## config.mk

```make
export PLATFORM = sky130hd
export DESIGN_NAME = mult32_seq_ctrl_flat
export DESIGN_NICKNAME = d
export VERILOG_FILES = /design/src/rtl/mult_pkg.sv /design/src/rtl/mult32_seq_ctrl_if.sv /design/src/rtl/mult_seq_step.sv /design/src/rtl/mult32_seq_ctrl.sv /design/src/flat_wrapper.sv
export SDC_FILE = /design/constraint.sdc
export NUM_CORES = 1
export LEC_CHECK = 0
export ABC_AREA = 1
export CORE_MARGIN = 2
export CORE_UTILIZATION = 60
export CTS_CLUSTER_SIZE = 20
export DETAILED_ROUTE_END_ITERATION = 10
export PLACE_DENSITY = 0.91
export SKIP_CTS_REPAIR_TIMING = 1
export SYNTH_ARGS = -nofsm -noshare
export SYNTH_HDL_FRONTEND = slang
export SYNTH_HIERARCHICAL = 1
export SYNTH_SLANG_ARGS = --single-unit
export TNS_END_PERCENT = 1
```

## constraint.sdc

```tcl
create_clock -name clk -period 2.4 [get_ports clk]
set_clock_uncertainty 0.05 [all_clocks]
set_input_delay 0.6 -clock clk [delete_from_list [all_inputs] [get_ports clk]]
set_output_delay 0.6 -clock clk [all_outputs]
set_load 0.01 [all_outputs]
```

## src/rtl/mult_pkg.sv

```systemverilog
// Shared types and constants for the sequential shift-and-add multiplier.
package mult_pkg;

    typedef enum logic [1:0] {
        StIdle,
        StRun,
        StDone
    } state_e;

    localparam int unsigned MULT_WIDTH = 32;
    localparam int unsigned PROD_WIDTH = 2 * MULT_WIDTH;

endpackage

```

## src/rtl/mult32_seq_ctrl_if.sv

```systemverilog
// Operand/result handshake bundle for the sequential multiplier.
// Carries early_exit only when MULT_EARLY_EXIT_EN is defined.
interface mult32_seq_ctrl_if
    import mult_pkg::*;
#(
    parameter int unsigned WIDTH = MULT_WIDTH,
    parameter int unsigned PW    = PROD_WIDTH
);
    logic             in_valid;
    logic             in_ready;
    logic [WIDTH-1:0] in_a;
    logic [WIDTH-1:0] in_b;
    logic             out_valid;
    logic             out_ready;
    logic [PW-1:0]    out_p;
    logic             busy;
`ifdef MULT_EARLY_EXIT_EN
    logic             early_exit;

    modport master (
        output in_valid, in_a, in_b, out_ready,
        input  in_ready, out_valid, out_p, busy, early_exit
    );
    modport slave (
        input  in_valid, in_a, in_b, out_ready,
        output in_ready, out_valid, out_p, busy, early_exit
    );
`else
    modport master (
        output in_valid, in_a, in_b, out_ready,
        input  in_ready, out_valid, out_p, busy
    );
    modport slave (
        input  in_valid, in_a, in_b, out_ready,
        output in_ready, out_valid, out_p, busy
    );
`endif
endinterface

```

## src/rtl/mult_seq_step.sv

```systemverilog
// One shift-and-add iteration: conditional add of the shifted multiplicand,
// then advance multiplicand left and multiplier right.
module mult_seq_step #(
    parameter int unsigned WIDTH = 32
) (
    input  logic [2*WIDTH-1:0] acc,
    input  logic [2*WIDTH-1:0] mcand,
    input  logic [WIDTH-1:0]   mplier,
    output logic [2*WIDTH-1:0] acc_nxt,
    output logic [2*WIDTH-1:0] mcand_nxt,
    output logic [WIDTH-1:0]   mplier_nxt
);

    // Carry-out of the add is dropped; the full product always fits.
    always_comb begin
        acc_nxt    = mplier[0] ? (acc + mcand) : acc;
        mcand_nxt  = mcand << 1;
        mplier_nxt = mplier >> 1;
    end

endmodule

```

## src/rtl/mult32_seq_ctrl.sv

```systemverilog
// Sequential shift-and-add multiplier controller: one adder reused over WIDTH
// cycles, valid/ready on both sides. Define MULT_EARLY_EXIT_EN to stop RUN as
// soon as the remaining multiplier bits are zero (adds the early_exit output).
module mult32_seq_ctrl
    import mult_pkg::*;
#(
    parameter int unsigned WIDTH = MULT_WIDTH
) (
    input logic              clk,
    input logic              rst,
    mult32_seq_ctrl_if.slave bus
);

    localparam int unsigned CNT_W = $clog2(WIDTH);
    localparam int unsigned PW    = 2 * WIDTH;
    localparam logic [CNT_W-1:0] LastCnt = CNT_W'(WIDTH - 1);

    state_e           state_q, state_d;
    logic [PW-1:0]    acc_q, mcand_q;
    logic [WIDTH-1:0] mplier_q;
    logic [CNT_W-1:0] cnt_q;
    logic [PW-1:0]    acc_nxt, mcand_nxt;
    logic [WIDTH-1:0] mplier_nxt;
    logic             accept;
`ifdef MULT_EARLY_EXIT_EN
    logic             early_q;
`endif

    assign accept = (state_q == StIdle) && bus.in_valid;

    mult_seq_step #(
        .WIDTH(WIDTH)
    ) u_step (
        .acc       (acc_q),
        .mcand     (mcand_q),
        .mplier    (mplier_q),
        .acc_nxt   (acc_nxt),
        .mcand_nxt (mcand_nxt),
        .mplier_nxt(mplier_nxt)
    );

    // State register.
    always_ff @(posedge clk) begin
        if (rst) begin
            state_q <= StIdle;
        end else begin
            state_q <= state_d;
        end
    end

    // Next-state logic.
    always_comb begin
        state_d = state_q;
        unique case (state_q)
            StIdle: begin
                if (bus.in_valid) begin
`ifdef MULT_EARLY_EXIT_EN
                    state_d = (bus.in_a == '0) ? StDone : StRun;
`else
                    state_d = StRun;
`endif
                end
            end
            StRun: begin
`ifdef MULT_EARLY_EXIT_EN
                if ((cnt_q == LastCnt) || (mplier_nxt == '0)) state_d = StDone;
`else
                if (cnt_q == LastCnt) state_d = StDone;
`endif
            end
            StDone: begin
                if (bus.out_ready) state_d = StIdle;
            end
            default: state_d = StIdle;
        endcase
    end

    // Operand, accumulator and iteration counter registers.
    always_ff @(posedge clk) begin
        if (rst) begin
            acc_q    <= '0;
            mcand_q  <= '0;
            mplier_q <= '0;
            cnt_q    <= '0;
`ifdef MULT_EARLY_EXIT_EN
            early_q  <= 1'b0;
`endif
        end else if (accept) begin
            acc_q    <= '0;
            mcand_q  <= {{WIDTH{1'b0}}, bus.in_b};
            mplier_q <= bus.in_a;
            cnt_q    <= '0;
`ifdef MULT_EARLY_EXIT_EN
            early_q  <= (bus.in_a == '0);
`endif
        end else if (state_q == StRun) begin
            acc_q    <= acc_nxt;
            mcand_q  <= mcand_nxt;
            mplier_q <= mplier_nxt;
            cnt_q    <= cnt_q + CNT_W'(1);
`ifdef MULT_EARLY_EXIT_EN
            // Only the value from the final RUN step is observed in DONE.
            early_q  <= (cnt_q != LastCnt);
`endif
        end
    end

    // Handshake and result outputs decoded from state.
    always_comb begin
        bus.in_ready   = (state_q == StIdle);
        bus.out_valid  = (state_q == StDone);
        bus.busy       = (state_q != StIdle);
        bus.out_p      = (state_q == StDone) ? acc_q : '0;
`ifdef MULT_EARLY_EXIT_EN
        bus.early_exit = (state_q == StDone) && early_q;
`endif
    end

endmodule

```

## src/flat_wrapper.sv

```systemverilog
// flat-port wrapper written by rule: the top's interface ports become plain ports
module mult32_seq_ctrl_flat import mult_pkg::*;
#(
    parameter int unsigned WIDTH = MULT_WIDTH
)
  (clk, rst, bus_in_valid, bus_in_a, bus_in_b, bus_out_ready, bus_in_ready, bus_out_valid, bus_out_p, bus_busy);
  mult32_seq_ctrl_if #(.WIDTH(WIDTH)) bus_i ();
  input logic clk;
  input logic rst;
  input wire logic [$bits(bus_i.in_valid)-1:0] bus_in_valid;
  input wire logic [$bits(bus_i.in_a)-1:0] bus_in_a;
  input wire logic [$bits(bus_i.in_b)-1:0] bus_in_b;
  input wire logic [$bits(bus_i.out_ready)-1:0] bus_out_ready;
  output wire logic [$bits(bus_i.in_ready)-1:0] bus_in_ready;
  output wire logic [$bits(bus_i.out_valid)-1:0] bus_out_valid;
  output wire logic [$bits(bus_i.out_p)-1:0] bus_out_p;
  output wire logic [$bits(bus_i.busy)-1:0] bus_busy;
  assign bus_i.in_valid = bus_in_valid;
  assign bus_i.in_a = bus_in_a;
  assign bus_i.in_b = bus_in_b;
  assign bus_i.out_ready = bus_out_ready;
  assign bus_in_ready = bus_i.in_ready;
  assign bus_out_valid = bus_i.out_valid;
  assign bus_out_p = bus_i.out_p;
  assign bus_busy = bus_i.busy;
  mult32_seq_ctrl #(.WIDTH(WIDTH)) u_core (.clk(clk), .rst(rst), .bus(bus_i));
endmodule
```

==> results.md, run 1 <==
| Result | Value | Unit |
|---|---|---|
| Count of endpoints failing setup in the final report | 13 | - |
| PnR worst setup slack | -0.2313 | ns |
| Worst setup slack after placement | -0.1645 | ns |
| Post-Route WL | 51.00 | mm |
| Total of max-cap violations | 0 | - |
| Register clock-pin slew on the reported worst setup and hold paths | 0.09 | ns |
| Number of buffers added on ports | 134 | - |
| Area of the core region | 25040 | um^2 |
| # clock sinks | 167 | - |
| Maximum clock rate | 0.3800 | GHz |
| CTS Buffer Depth | 2 | - |
| Fill cell total of the finished layout | 2055 | - |
| Layout cell share with drive strength beyond 1 | 11.73 | % |
| Final total power | 6872 | uW |
| Clock tree from TritonCTS | built | - |
| YS warnings | 6 | - |
| Final weighted congestion in routability-driven placement | 1.022 | - |
| DR vias/cell | 5.230 | - |
| Detail Placement HPWL | 37.07 | mm |
| Measured slew at the worst slew-check pin | 0.6789 | ns |
| Die outline area | 26630 | um^2 |
| Category of the critical setup timing path | flop to output pin | - |
| Non-filler cells, final | 3230 | - |
| Category of the worst setup path launch point | flop | - |
| Drc violations | 0 | - |
| Min Tclk post-route | 2.631 | ns |
| IR Drop Worst-Case VDD | 0.4300 | mV |
| Horizontal die dimension | 163.2 | um |
| Number of placed I/O pins | 135 | - |
| Post-synthesis cell type count | 35 | - |
| Share of total power in sequential cells | 42.4 | % |
| Worst hold path class | input port to flop | - |
| Number of clock buffers inserted by TritonCTS | 17 | - |
| Net count reported at finish | 3020 | - |
| Maximum number of pins on one net before global-route repair | 101 | - |
| Number of global-route vias before repair | 15179 | - |
| Clock Root Buffer | sky130_fd_sc_hd__clkbuf_16 | - |
| Initial Utilization | 60.73 | % |
| Crit end category | output pin | - |
| Wire length of the first global-routing pass | 77.02 | mm |
| Sw power | 2061 | uW |
| Standby leakage power | 0.01051 | uW |
| Required time worst endpoint | 1.75 | ns |
| Critical Path Fanout Max | 27 | - |
| Worst slew margin | 54.74 | % |
| DR vias | 16894 | - |
| Number of nets still failing antenna checks after routing | 0 | - |
| Unrepaired setup endpoints after global routing | yes | - |
| Worst Hold Margin | 0.3979 | ns |
| Cell area after technology mapping | 15200 | um^2 |
| Total count of max-transition violations in the final report | 0 | - |
| Global-route congestion overflow total | 0 | - |
| Floorplan die height | 163.2 | um |
| # H-tree levels | 4 | - |
| Number of antenna violations at the first check in global routing | 1 | - |
| P per Cell Area | 378.1 | nW/um^2 |
| Status | finished with violations | - |
| Final cycle utilization of the critical path | 109.6 | % |
| Standard-cell row count | 58 | - |
| Placed Instances | 3197 | - |
| Violations in the final reports | negative setup slack | - |
| Final hold viol count | 0 | - |
| Switching share of total power | 29.99 | % |
| Worst EP arrival | 1.98 | ns |
| Clock insertion delay at the later pin of the skew report | 0.45 | ns |
| Comb power frac | 13.6 | % |
| Synthesis-to-layout area growth | 19.54 | % |
| Syn Inst Count | 2799 | - |
| Final core utilization | 72.60 | % |
| Number of violations reported at the end of detailed-routing iteration 0 | 1936 | - |
| Portion of total power attributed to the clock network | 44.0 | % |
| Detailed-routing iteration count for the pre-antenna-repair pass | 6 | - |
| Internal power contribution | 4811 | uW |
| GRT Total Usage | 36.54 | % |
| Routed WL per cell | 15.79 | um |
| Syn Area/Cell | 5.432 | um^2 |
| Seq/Total Area, Yosys | 21.99 | % |
| Seq cells post-synth | 167 | - |
==> power groups by stage <==
stage	clock, uW	combinational, uW	sequential (uW)
after detailed placement	0	876	2970
after CTS	3040	883	2900
after global routing	3150	1020	2920
after global placement	0	848	2960
after floorplan	0	672	2950
final	3020	936	2920
==> flip-flops by register name (all words and copies together), names as in the netlist <==
| register | count |
|---|---|
| u_core/acc_q | 64 |
| u_core/mcand_q | 64 |
| u_core/mplier_q | 32 |
| u_core/cnt_q | 5 |
| u_core/state_q | 2 |
==> cell type report <==
class / instances / area [um^2] / share of cell area (%)
Clock inverter: 14 / 187.7 / 1.033
Multi-Input combinational cell: 1906 / 9250 / 50.89
Antenna cell: 1 / 2.502 / 0.01377
Inverter: 545 / 2046 / 11.25
Sequential cell: 167 / 3352 / 18.44
Timing Repair Buffer: 249 / 2496 / 13.73
Tap cell: 330 / 412.9 / 2.272
Clock buffer: 18 / 429.2 / 2.361
==> through the flow <==
stage                     TNS [ns]  cell area, um^2
after global routing        -5.531            18170
after CTS                   -29.80            17410
after floorplan                  0            15210
after global placement     -0.8746            16790
final                      -0.5454            18180
after detailed placement    -1.602            16790
==> Yosys cell counts <==
library cell               count  area (um^2)
sky130_fd_sc_hd__nand4_1      11        68.82
sky130_fd_sc_hd__nor4_2        2        25.02
sky130_fd_sc_hd__nand3_2       9        90.09
sky130_fd_sc_hd__nor2_4        5        56.30
sky130_fd_sc_hd__buf_2        41        205.2
sky130_fd_sc_hd__xor2_1        3        26.28
sky130_fd_sc_hd__inv_1       531         1993
sky130_fd_sc_hd__and2_1        1        6.260
sky130_fd_sc_hd__clkbuf_1     18        67.56
sky130_fd_sc_hd__nand3b_1      9        67.56
sky130_fd_sc_hd__nand2_1    1030         3866
sky130_fd_sc_hd__fa_1          1        20.02
sky130_fd_sc_hd__nor2_2       28        175.2
sky130_fd_sc_hd__nand2_2      24        150.1
sky130_fd_sc_hd__dfxtp_1     167         3343
sky130_fd_sc_hd__ha_1         65        813.3
sky130_fd_sc_hd__inv_2        12        45.04
sky130_fd_sc_hd__nor3_1        9        45.04
sky130_fd_sc_hd__buf_1         7        26.28
sky130_fd_sc_hd__a21oi_1      44        220.2
sky130_fd_sc_hd__conb_1        1        3.750
sky130_fd_sc_hd__o21ba_2       1        10.01
sky130_fd_sc_hd__clkinv_1      2        7.510
sky130_fd_sc_hd__o21ai_0      83        415.4
sky130_fd_sc_hd__nor3_4        4        65.06
sky130_fd_sc_hd__or2_2         2        12.51
sky130_fd_sc_hd__nor2_1      385         1445
sky130_fd_sc_hd__nand3_1     142        710.7
sky130_fd_sc_hd__buf_6         1        11.26
sky130_fd_sc_hd__o21bai_1      3        22.52
sky130_fd_sc_hd__nor3_2        2        20.02
sky130_fd_sc_hd__xnor2_1      26        227.7
sky130_fd_sc_hd__o21ai_2       1        8.760
sky130_fd_sc_hd__o21ai_1      14        70.07
sky130_fd_sc_hd__buf_4       115        863.3
==> per-layer routing <==
layer  up-vias  track usage, %  wire length, um
li1       8335               -                -
met2       791           58.21            22850
met3        92           5.079             4251
met5         -               0                0
met4         0           9.574             1328
met1      7676           51.76            22580
==> layout by cell type, fill, tap and decap left out, types with 36 or more instances in the layout <==
master                            instances
sky130_fd_sc_hd__a21oi_1                 36
sky130_fd_sc_hd__buf_4                  103
sky130_fd_sc_hd__clkdlybuf4s50_1         68
sky130_fd_sc_hd__dfxtp_1                160
sky130_fd_sc_hd__dlymetal6s2s_1          64
sky130_fd_sc_hd__ha_1                    36
sky130_fd_sc_hd__inv_1                  528
sky130_fd_sc_hd__nand2_1               1005
sky130_fd_sc_hd__nand2_2                 42
sky130_fd_sc_hd__nand3_1                134
sky130_fd_sc_hd__nor2_1                 365
sky130_fd_sc_hd__nor2_2                  40
sky130_fd_sc_hd__o21ai_0                 82
==> worst paths after layout <==
kind / startpoint / end / slack (ns) / cells past startpoint
max: u_core/state_q[1] / bus_out_p[8] / -0.23 / 6
min: rst / u_core/cnt_q[3] / 0.40 / 4
max reg2reg: u_core/mcand_q[0] / u_core/acc_q[28] / -0.07 / 14
min reg2reg: u_core/cnt_q[3] / u_core/cnt_q[3] / 0.46 / 2
==> cells by family (layout without fill, tap and decap cells) <==
| logic type | count (synthesis) | count (layout) | share of synthesized area, % |
|---|---|---|---|
| other | 1 | 3 | 0.02466 |
| AND/OR/NAND/NOR | 1663 | 1663 | 44.75 |
| XOR/XNOR | 29 | 29 | 1.671 |
| buffers and inverters | 727 | 826 | 21.17 |
| AO/OA/AOI/OAI | 146 | 146 | 4.913 |
| flip-flops | 167 | 167 | 21.99 |
| adder cells (fa/ha/maj) | 66 | 66 | 5.481 |
==> worst max-delay path, stage by stage, from the launching register on <==
cell,delay (ns)
sky130_fd_sc_hd__dfxtp_1,0.36
sky130_fd_sc_hd__inv_2,0.09
sky130_fd_sc_hd__nor2_4,0.13
sky130_fd_sc_hd__inv_2,0.07
sky130_fd_sc_hd__buf_6,0.19
sky130_fd_sc_hd__nor2_1,0.12
sky130_fd_sc_hd__clkdlybuf4s50_1,0.54
Power figures use the tool's default switching activity.
==> run 2, diff against run 1 <==
--- a/config.mk
+++ b/config.mk
@@ -6,6 +6,8 @@
 export NUM_CORES = 1
 export LEC_CHECK = 0
 export ABC_AREA = 1
+export CAP_MARGIN = 25
+export CORE_ASPECT_RATIO = 1.2
 export CORE_MARGIN = 2
 export CORE_UTILIZATION = 60
 export CTS_CLUSTER_SIZE = 20
==> run 2 against run 1 <==
Effect of this change: the run still ends with negative setup slack left; first-iteration DRC count down 21%; core utilization up 0.66 points; sequential share of layout area about the same; cell count up 0.56%; critical endpoint is now bus_out_p[51]; largest power group is now sequential cells.
==> results.md, run 2 (synthesis results as in run 1) <==
| Result | Value | Unit |
|---|---|---|
| Status | finished with violations | - |
| Violations in the final reports | negative setup slack | - |
| Portion of total power attributed to the clock network | 41.9 | % |
| Number of global-route vias before repair | 15888 | - |
| Required time worst endpoint | 1.75 | ns |
| Final weighted congestion in routability-driven placement | 0.9935 | - |
| Detailed-routing iteration count for the pre-antenna-repair pass | 8 | - |
| Standard-cell row count | 63 | - |
| Maximum clock rate | 0.3712 | GHz |
| Floorplan die height | 178.4 | um |
| Final cycle utilization of the critical path | 112.3 | % |
| Detail Placement HPWL | 38.36 | mm |
| P per Cell Area | 365.7 | nW/um^2 |
| Number of clock buffers inserted by TritonCTS | 17 | - |
| Global-route congestion overflow total | 0 | - |
| IR Drop Worst-Case VDD | 0.3726 | mV |
| Number of nets still failing antenna checks after routing | 0 | - |
| Area occupied by registers | 3358 | um^2 |
| Register clock-pin slew on the reported worst setup and hold paths | 0.07 | ns |
| Area used by multi-input combinational logic | 9148 | um^2 |
| Initial Utilization | 61.23 | % |
| Comb power frac | 14.3 | % |
| # H-tree levels | 4 | - |
| Layout cell share with drive strength beyond 1 | 11.91 | % |
| Total count of max-transition violations in the final report | 0 | - |
| Internal power contribution | 4619 | uW |
| Category of the worst setup path launch point | flop | - |
| Number of antenna violations at the first check in global routing | 1 | - |
| Number of buffers added on ports | 134 | - |
| # clock sinks | 167 | - |
| Unrepaired setup endpoints after global routing | yes | - |
| Worst EP arrival | 2.04 | ns |
| GRT Total Usage | 37.00 | % |
| Registers with the most flip-flops | u_core/acc_q (64), u_core/mcand_q (64), u_core/mplier_q (32) | - |
| Number of placed I/O pins | 135 | - |
| Switching share of total power | 30.58 | % |
| Cell with the largest stage delay on the worst path | sky130_fd_sc_hd__clkdlybuf4s50_1 | - |
| Die outline area | 26640 | um^2 |
| CTS Buffer Depth | 2 | - |
| Final core utilization | 73.26 | % |
| Count of endpoints failing setup in the final report | 10 | - |
| Net count reported at finish | 3044 | - |
| Share of total power in sequential cells | 43.8 | % |
| Synthesis-to-layout area growth | 19.64 | % |
| Post-place instance area | 16970 | um^2 |
| Clock tree from TritonCTS | built | - |
| Final hold viol count | 0 | - |
| Category of the critical setup timing path | flop to output pin | - |
| DR vias/cell | 5.165 | - |
| Number of violations reported at the end of detailed-routing iteration 0 | 1536 | - |
| Drc violations | 0 | - |
| Clock Root Buffer | sky130_fd_sc_hd__clkbuf_16 | - |
| Wire length of the first global-routing pass | 76.94 | mm |
| Aggregate negative setup slack | -1.354 | ns |
| Most common cell after layout, fill and taps aside | sky130_fd_sc_hd__nand2_1 | - |
| Worst slew margin | 55.79 | % |
| Post-Route WL | 51.41 | mm |
| Total of max-cap violations | 0 | - |
| Measured slew at the worst slew-check pin | 0.6631 | ns |
| Fill cell total of the finished layout | 2054 | - |
| Crit end category | output pin | - |
| Critical Path Fanout Max | 39 | - |
| Maximum number of pins on one net before global-route repair | 77 | - |
| Crit-path max cell delay | 0.54 | ns |
| DR vias | 16776 | - |
| Area of the core region | 24830 | um^2 |
| Standby leakage power | 0.01055 | uW |
| Clock insertion delay at the later pin of the skew report | 0.45 | ns |
| Routed WL per cell | 15.83 | um |
| Worst hold path class | input port to flop | - |
| Leading cell types in the layout, fill and taps excluded | 1014 x sky130_fd_sc_hd__nand2_1, 530 x sky130_fd_sc_hd__inv_1, 369 x sky130_fd_sc_hd__nor2_1, 155 x sky130_fd_sc_hd__dfxtp_1, 136 x sky130_fd_sc_hd__nand3_1 | - |
| Sw power | 2034 | uW |
| Cell-by-cell listing of the critical path | inv_1, nor2_2, inv_2, buf_12, nor2_1, clkdlybuf4s50_1 | - |
| Horizontal die dimension | 149.3 | um |
| Min Tclk post-route | 2.694 | ns |
| Design area | 18190 | um^2 |
| PnR worst setup slack | -0.2942 | ns |
## run 2: power groups by stage
stage	logic (uW)	clock network [uW]	registers, uW
floorplan	672	0	2950
global placement	881	0	2970
detailed placement	908	0	2970
CTS	913	2800	2910
global route	1030	2940	2920
finish	949	2790	2920
## run 2: path summary, 6_finish.rpt
path	start	endpoint	slack, ns	cells after the start
worst min register to register	u_core/cnt_q[3]	u_core/cnt_q[3]	0.46	2
worst max register to register	u_core/acc_q[17]	u_core/acc_q[51]	-0.16	18
worst max-delay path	u_core/state_q[1]	bus_out_p[51]	-0.29	6
worst min-delay path	rst	u_core/cnt_q[3]	0.44	4
## run 2: critical path: cells and delay by family, from the launching register on
| family | cells | cell delay [ns] |
|---|---|---|
| buffers and inverters | 4 | 0.96 |
| flip-flops | 1 | 0.35 |
| AND/OR/NAND/NOR | 2 | 0.26 |
## run 2: layout make-up
| type | instances | area share (%) |
|---|---|---|
| Clock inverter | 14 | 0.8460 |
| Inverter | 545 | 11.25 |
| Sequential cell | 167 | 18.46 |
| Multi-Input combinational cell | 1906 | 50.29 |
| Antenna cell | 1 | 0.01376 |
| Timing Repair Buffer | 273 | 14.57 |
| Tap cell | 325 | 2.235 |
| Clock buffer | 17 | 2.339 |
## run 2: stage by stage
| stage | hold slack (ns) | total power (uW) | setup WS [ns] | cells |
|---|---|---|---|---|
| 2_1_floorplan | 0.4285 | 3625 | 0.2477 | 2800 |
| 3_3_place_gp | 0.4384 | 3848 | -0.07739 | 3216 |
| 3_5_place_dp | 0.4534 | 3878 | -0.1211 | 3216 |
| 4_1_cts | 0.4259 | 6620 | -0.4592 | 3247 |
| 5_1_grt | 0.4412 | 6887 | -0.3423 | 3248 |
| 6_report | 0.4388 | 6653 | -0.2942 | 3248 |
## run 2: routing by layer
metal	part of all wire, %	routed length (um)	global-route usage, %
met2	50	25620	68.86
met4	7.2	3713	24.17
met5	0	0	0
met3	5.6	2904	5.166
met1	37	19170	38.61
